### config.mk
export PLATFORM = sky130hd
export DESIGN_NAME = serial_word_loader
export DESIGN_NICKNAME = d
export VERILOG_FILES = /design/src/rtl/serial_word_loader.sv
export SDC_FILE = /design/constraint.sdc
export NUM_CORES = 1
export LEC_CHECK = 0
export CORE_AREA = 2 2 39 41
export CTS_BUF_LIST = sky130_fd_sc_hd__clkbuf_2 sky130_fd_sc_hd__clkbuf_4 sky130_fd_sc_hd__clkbuf_8
export DETAILED_ROUTE_END_ITERATION = 10
export DIE_AREA = 0 0 41 43
export DONT_BUFFER_PORTS = 1
export PLACE_DENSITY = 0.62
export SLEW_MARGIN = 5
export SYNTH_ARGS = -nofsm -noshare
export SYNTH_HDL_FRONTEND = slang
export SYNTH_SLANG_ARGS = --single-unit
### constraint.sdc
create_clock -name i_clk -period 1.9 [get_ports i_clk]
set_input_delay 0.38 -clock i_clk [delete_from_list [all_inputs] [get_ports i_clk]]
set_output_delay 0.38 -clock i_clk [all_outputs]
set_load 0.005 [all_outputs]
### src/rtl/serial_word_loader.sv
// Serial-to-parallel word loader: gathers WIDTH framed serial bits and hands the
// finished word to a downstream register with a single-cycle load strobe.
module serial_word_loader #(
  parameter int WIDTH     = 4,
  parameter bit MSB_FIRST = 1'b0
) (
  input  logic             i_clk,
  input  logic             i_rst,
  input  logic             i_start,
  input  logic             i_sin_valid,
  input  logic             i_sin,
  output logic             o_ready,
  output logic             o_busy,
  output logic             o_load,
  output logic [WIDTH-1:0] o_dout,
  output logic             o_err
);

  localparam int CNT_W = (WIDTH > 2) ? $clog2(WIDTH) : 1;
  localparam logic [CNT_W-1:0] CNT_LAST = CNT_W'(WIDTH - 1);

  typedef enum logic [1:0] {
    S_IDLE  = 2'd0,
    S_SHIFT = 2'd1,
    S_LOAD  = 2'd2
  } state_t;

  state_t             r_state;
  state_t             w_state_nxt;
  logic [CNT_W-1:0]   r_cnt;
  logic [WIDTH-1:0]   r_shreg;
  logic [WIDTH-1:0]   r_dout;
  logic               r_err;
  logic [WIDTH-1:0]   w_shreg_nxt;
  logic               w_last;

  // Bit order selects which end of the shift register the new bit enters.
  generate
    if (MSB_FIRST) begin : g_msb_first
      assign w_shreg_nxt = {r_shreg[WIDTH-2:0], i_sin};
    end else begin : g_lsb_first
      assign w_shreg_nxt = {i_sin, r_shreg[WIDTH-1:1]};
    end
  endgenerate

  assign w_last = (r_cnt == CNT_LAST);

  // State register.
  always_ff @(posedge i_clk) begin
    if (i_rst) begin
      r_state <= S_IDLE;
    end else begin
      r_state <= w_state_nxt;
    end
  end

  // Next-state decode; start always (re)enters SHIFT.
  always_comb begin
    w_state_nxt = r_state;
    case (r_state)
      S_IDLE: begin
        if (i_start) w_state_nxt = S_SHIFT;
        else         w_state_nxt = S_IDLE;
      end
      S_SHIFT: begin
        if (i_start)                  w_state_nxt = S_SHIFT;
        else if (i_sin_valid && w_last) w_state_nxt = S_LOAD;
        else                          w_state_nxt = S_SHIFT;
      end
      S_LOAD: begin
        if (i_start) w_state_nxt = S_SHIFT;
        else         w_state_nxt = S_IDLE;
      end
      default: w_state_nxt = S_IDLE;
    endcase
  end

  // Datapath: counter, shift register, output word and sticky error flag.
  always_ff @(posedge i_clk) begin
    if (i_rst) begin
      r_cnt   <= '0;
      r_shreg <= '0;
      r_dout  <= '0;
      r_err   <= 1'b0;
    end else if (i_start) begin
      r_cnt   <= '0;
      r_shreg <= '0;
      r_err   <= 1'b0;
    end else begin
      case (r_state)
        S_SHIFT: begin
          if (i_sin_valid) begin
            r_shreg <= w_shreg_nxt;
            if (w_last) begin
              r_dout <= w_shreg_nxt;
              r_cnt  <= '0;
            end else begin
              r_cnt  <= r_cnt + CNT_W'(1);
            end
          end
        end
        S_IDLE, S_LOAD: begin
          if (i_sin_valid) r_err <= 1'b1;
        end
        default: begin
          r_cnt   <= '0;
          r_shreg <= '0;
        end
      endcase
    end
  end

  // Status outputs are pure state decodes so they carry no input-to-output path.
  always_comb begin
    o_ready = 1'b0;
    o_busy  = 1'b0;
    o_load  = 1'b0;
    case (r_state)
      S_IDLE: begin
        o_ready = 1'b0;
        o_busy  = 1'b0;
        o_load  = 1'b0;
      end
      S_SHIFT: begin
        o_ready = 1'b1;
        o_busy  = 1'b1;
        o_load  = 1'b0;
      end
      S_LOAD: begin
        o_ready = 1'b0;
        o_busy  = 1'b1;
        o_load  = 1'b1;
      end
      default: begin
        o_ready = 1'b0;
        o_busy  = 1'b0;
        o_load  = 1'b0;
      end
    endcase
  end

  assign o_dout = r_dout;
  assign o_err  = r_err;

endmodule

=== After elaboration in Yosys (flattened, before gate mapping) ===
Cells that the tools add are included.

* Add/sub/neg operators: 1
* Multiply operators: 0
* Divide/modulo/power cells: 0
* $lt $le $gt $ge: 0
* Equality and inequality tests: 4
* Shift operators: 0
* Muxes and demuxes: 12
* Bitwise logic cells: 2
* Reduce and logical (&&, ||, !) cells: 8

{| class="wikitable"
|+ Operators with widths
! operator !! count
|-
| $mux W2 || 4
|-
| $pmux W2 S2 || 2
|-
| $pmux W4 S2 || 1
|-
| $reduce_or A2 Y1 || 3
|-
| $eq A2 B2 Y1 const B || 2
|-
| $mux W1 || 4
|-
| $mux W4 || 1
|-
| $reduce_and A2 Y1 || 2
|-
| $reduce_and A4 Y1 || 1
|-
| $add A2 B1 Y2 const B || 1
|-
| $eq A2 B1 Y1 const B || 1
|-
| $logic_not A2 Y1 || 1
|-
| $ne A2 B2 Y1 const B || 1
|-
| $not A1 Y1 || 2
|-
| $logic_and A1 B1 Y1 || 1
|}

* Flip-flop bits (word level): 13
* Latch bits: 0
* Bits in writable memories: 0
* Bits in read-only memories: 0
* Input bits: 5
* Output and inout bits: 8
* Memories: 0

=== Depth between registers and ports, before layout ===
* Depth after elaboration: 5
* Depth in mapped cells: 6

=== Worst setup path after synthesis ===
OpenSTA, ideal clock, no wires.

* Path kind: reg-to-reg
* Start: reg r_state[0]
* End: reg r_cnt[0]
* Arrival time: 1.540 ns
* Data required time: 1.830 ns
* Slack: 0.291 ns
* Stages on the path, launching flop included: 7
* Path buffers: 1
* Cell sequence: dfxtp_1 > inv_1 > ha_1 > or2_0 > buf_2 > or4_1 > a21oi_1

* Longest elaborated chain between the ends: 4
* Elaborated cells on any way between the ends: 8

{| class="wikitable"
|+ RTL lines
! item !! RTL line !! RTL
|-
| start: declaration || 28 || <nowiki>state_t r_state;</nowiki>
|-
| start signal: assignment || 53 || <nowiki>r_state <= w_state_nxt;</nowiki>
|-
| $eq A2 B2 Y1 or $logic_not A2 Y1 (tied branches) || 90 || <nowiki>case (r_state)</nowiki>
|-
| $reduce_or A2 Y1 (no source line) || - ||
|-
| $not A1 Y1 (no source line) || - ||
|-
| $reduce_and A2 Y1 (no source line) || - ||
|-
| end signal: assignment || 98 || <nowiki>r_cnt <= r_cnt + CNT_W'(1);</nowiki>
|-
| end: declaration || 30 || <nowiki>logic [CNT_W-1:0] r_cnt;</nowiki>
|}

Several ways; a longest one is shown, not always the timed one.
A chain may end at the register's enable or synchronous reset.

=== Worst setup path after layout ===
* Start: reg r_state[1]
* End: reg r_cnt[0]

The elaborated chain is that of the path after synthesis.

==> metrics.txt <==
# TYPE chip_impl_metric gauge
chip_impl_info{name="status",value="complete, no violations"} 1
chip_impl_metric{name="die_h",unit="µm"} 43
chip_impl_metric{name="finish.instance_area",unit="µm²"} 584
chip_impl_metric{name="crit_fanout",unit=""} 9
chip_impl_metric{name="total_cts_buffers",unit=""} 3
chip_impl_metric{name="detail_route.wl_per_cell",unit="µm"} 12.4
chip_impl_info{name="most_area_hungry_cell_type_in_the_yosys_netlist",value="sky130_fd_sc_hd__dfxtp_1"} 1
chip_impl_metric{name="clkLatencyLatePin",unit="ps"} 260
chip_impl_metric{name="synth.net_count",unit=""} 68
chip_impl_metric{name="hpwlAfterDp",unit="µm"} 703
chip_impl_metric{name="final-setup-viol-count",unit=""} 0
chip_impl_metric{name="total_negative_setup_slack",unit="ps"} 0
chip_impl_metric{name="synth_seq_cells",unit=""} 12
chip_impl_info{name="layout.cells.most_common_list",value="sky130_fd_sc_hd__dfxtp_1, sky130_fd_sc_hd__nor2_1, sky130_fd_sc_hd__a21oi_1"} 1
chip_impl_metric{name="floorplan.initialDensity",unit="%"} 38.9
chip_impl_metric{name="via_count",unit=""} 379
chip_impl_metric{name="cp.required",unit="ps"} 2100
chip_impl_metric{name="post-cts-setup-buffer-count",unit=""} 0
chip_impl_metric{name="synthesis.area_per_instance",unit="µm²"} 9.28
chip_impl_info{name="critPathKind",value="register to register"} 1
chip_impl_metric{name="ctsLongestPathBuffers",unit=""} 2
chip_impl_metric{name="routabilityCongestion",unit=""} 0.717
chip_impl_metric{name="synth.yosys.seq_area_share",unit="%"} 44.7
chip_impl_metric{name="post_dp_cell_area",unit="µm²"} 548
chip_impl_info{name="post_synth_main_area_contributors",value="sky130_fd_sc_hd__dfxtp_1, sky130_fd_sc_hd__ha_1, sky130_fd_sc_hd__mux2i_1, sky130_fd_sc_hd__a21oi_1, sky130_fd_sc_hd__nor2_1"} 1
chip_impl_metric{name="route.antenna.remaining_nets",unit=""} 0
chip_impl_metric{name="worst_slew_margin_rel",unit="%"} 77.8
chip_impl_metric{name="largest_net_degree_at_the_start_of_global_routing",unit=""} 10
chip_impl_metric{name="cts_hold_buf",unit=""} 0
chip_impl_metric{name="io_pins",unit=""} 13
chip_impl_metric{name="detailedRoute.firstPassIterationCount",unit=""} 4
chip_impl_metric{name="post-route-period-util",unit="%"} 86.2
chip_impl_metric{name="port_buffers",unit=""} 0
chip_impl_metric{name="grt_overflow",unit=""} 0
chip_impl_metric{name="cts.htree.levels",unit=""} 1
chip_impl_metric{name="core_area",unit="mm²"} 0.00138
chip_impl_metric{name="clkSlewWorstSetupHoldPaths",unit="ps"} 70
chip_impl_metric{name="synthToLayoutAreaGrowth",unit="%"} 8.60
chip_impl_metric{name="drc",unit=""} 0
chip_impl_metric{name="global_route_total_usage_across_every_layer",unit="%"} 11.6
chip_impl_info{name="tritoncts",value="yes"} 1
chip_impl_metric{name="dieArea",unit="mm²"} 0.00176
chip_impl_info{name="crit_path_launch_type",value="register"} 1
chip_impl_info{name="worst_hold_path_type",value="input pin to register"} 1
chip_impl_metric{name="post_layout_min_period",unit="ps"} 1640
chip_impl_metric{name="number_of_instances_in_the_synthesized_netlist",unit=""} 58
chip_impl_metric{name="antenna_found_initial",unit=""} 0
chip_impl_metric{name="drive_above_1_share",unit="%"} 11.9
chip_impl_metric{name="timing_hold_violations_final",unit=""} 0
chip_impl_metric{name="grt_pass1_vias",unit=""} 339
chip_impl_info{name="ctsRootBufferMaster",value="sky130_fd_sc_hd__clkbuf_4"} 1
chip_impl_info{name="rsz_0062_raised_after_global_routing",value="no"} 1
chip_impl_metric{name="yosys_warnings",unit=""} 0
chip_impl_metric{name="final.fill_count",unit=""} 137
chip_impl_metric{name="synth.cell_area",unit="µm²"} 538
chip_impl_metric{name="clock_sink_count",unit=""} 12
chip_impl_metric{name="drtIter0Drc",unit=""} 5
chip_impl_metric{name="cts-resized-gates",unit=""} 0
chip_impl_metric{name="synth_top_cell_area_share",unit="%"} 44.7
chip_impl_metric{name="cap_viol_max_count",unit=""} 0
chip_impl_metric{name="rows",unit=""} 14
chip_impl_metric{name="cellPowerDensity",unit="mW/mm²"} 826
chip_impl_metric{name="vdd_ir_drop_max",unit="V"} 0.000563
chip_impl_info{name="critical_path.endpoint_type",value="register"} 1
chip_impl_metric{name="final_nets",unit=""} 70
chip_impl_metric{name="leakagePower",unit="nW"} 0.251
chip_impl_metric{name="max_clock_freq",unit="MHz"} 611
chip_impl_metric{name="antenna_cells",unit=""} 0
chip_impl_metric{name="vias_per_cell",unit=""} 5.05
chip_impl_metric{name="first_pass_grt_wire_length",unit="µm"} 1350
chip_impl_metric{name="critical_path_arrival",unit="ps"} 1840
chip_impl_metric{name="number_of_unique_standard_cell_types_used_by_synthesis",unit=""} 18
chip_impl_metric{name="tightestPinTransition",unit="ps"} 331
chip_impl_metric{name="fp.dieW",unit="µm"} 41
chip_impl_metric{name="final.setup_skew",unit="ps"} 3.63
chip_impl_metric{name="totalWireLength",unit="µm"} 927
chip_impl_metric{name="final-max-slew-violation-count",unit=""} 0
chip_impl_info{name="mostFrequentLayoutCell",value="sky130_fd_sc_hd__dfxtp_1"} 1
## synth_stat cells
master                     count
sky130_fd_sc_hd__dfxtp_1      12
sky130_fd_sc_hd__a21oi_1       7
sky130_fd_sc_hd__nor2_1        7
sky130_fd_sc_hd__ha_1          5
sky130_fd_sc_hd__o21ai_0       5
sky130_fd_sc_hd__mux2i_1       4
sky130_fd_sc_hd__nand4_1       4
sky130_fd_sc_hd__buf_2         2
sky130_fd_sc_hd__clkbuf_1      2
sky130_fd_sc_hd__inv_1         2
sky130_fd_sc_hd__and3b_1       1
sky130_fd_sc_hd__nand4b_1      1
sky130_fd_sc_hd__nor2b_1       1
sky130_fd_sc_hd__nor4_1        1
sky130_fd_sc_hd__or2_0         1
sky130_fd_sc_hd__or2_2         1
sky130_fd_sc_hd__or2b_2        1
sky130_fd_sc_hd__or4_1         1
## cell type report
type	instances	area [µm²]	area share (%)
multi-input cells	40	273	46.7
clock buffers	4	36.3	6.21
flip-flops and latches	12	240	41.1
inverters	2	7.51	1.28
repair buffers	1	7.51	1.28
well taps	16	20.0	3.43
## report_power, final
| group | switching, mW | internal, mW |
|---|---|---|
| clock network | 0.0778 | 0.116 |
| logic | 0.0187 | 0.0128 |
| registers | 0.00258 | 0.255 |
| total | 0.0991 | 0.384 |
## stage by stage
step | power [mW] | hold slack, ps | utilization [%] | worst slack, ps | instances
2_1_floorplan | 0.291 | 449 | - | 291 | 58
3_3_place_gp | 0.295 | 453 | 39.6 | 322 | 71
3_5_place_dp | 0.294 | 455 | 39.6 | 278 | 71
4_1_cts | 0.492 | 168 | 42.2 | 257 | 75
5_1_grt | 0.511 | 155 | 42.2 | 130 | 75
6_report | 0.483 | 177 | 42.2 | 263 | 75
## routing by layer
layer / global-route usage (%) / routed length [µm] / vias up
li1: - / - / 204
met1: 15.4 / 473 / 167
met2: 14.4 / 385 / 8
met3: 9.95 / 68 / 0
met4: 2.00 / 0 / 0
met5: 0 / 0 / -
## sequential cells by signal, indices dropped and copies added (netlist names)
signal / flops
r_cnt: 2
o_dout: 4
r_state: 2
o_err: 1
r_shreg: 3
## worst paths after layout
path / startpoint / to / slack (ps) / depth (start not counted)
max reg2reg: r_state[1] / r_cnt[0] / 260 / 5
min: i_rst / o_dout[3] / 180 / 1
max: r_state[1] / r_cnt[0] / 260 / 5
min reg2reg: r_cnt[1] / r_cnt[1] / 480 / 2
## logic make-up after synthesis
kind of cell	count (synthesis)	synth area share, %
AOI/OAI and AO/OA	12	11.2
adders and majority gates	5	11.6
and+or+nand+nor	19	20.5
buffers and inverters	6	4.65
muxes	4	7.44
DFF	12	44.7
## worst max-delay path: stages (launching register included)
cell and delay [ps]:
sky130_fd_sc_hd__dfxtp_1 330, sky130_fd_sc_hd__inv_1 70, sky130_fd_sc_hd__ha_1 330, sky130_fd_sc_hd__or2b_2 320
sky130_fd_sc_hd__or4_1 390, sky130_fd_sc_hd__a21oi_1 130
(Power assumes the default switching activity.)
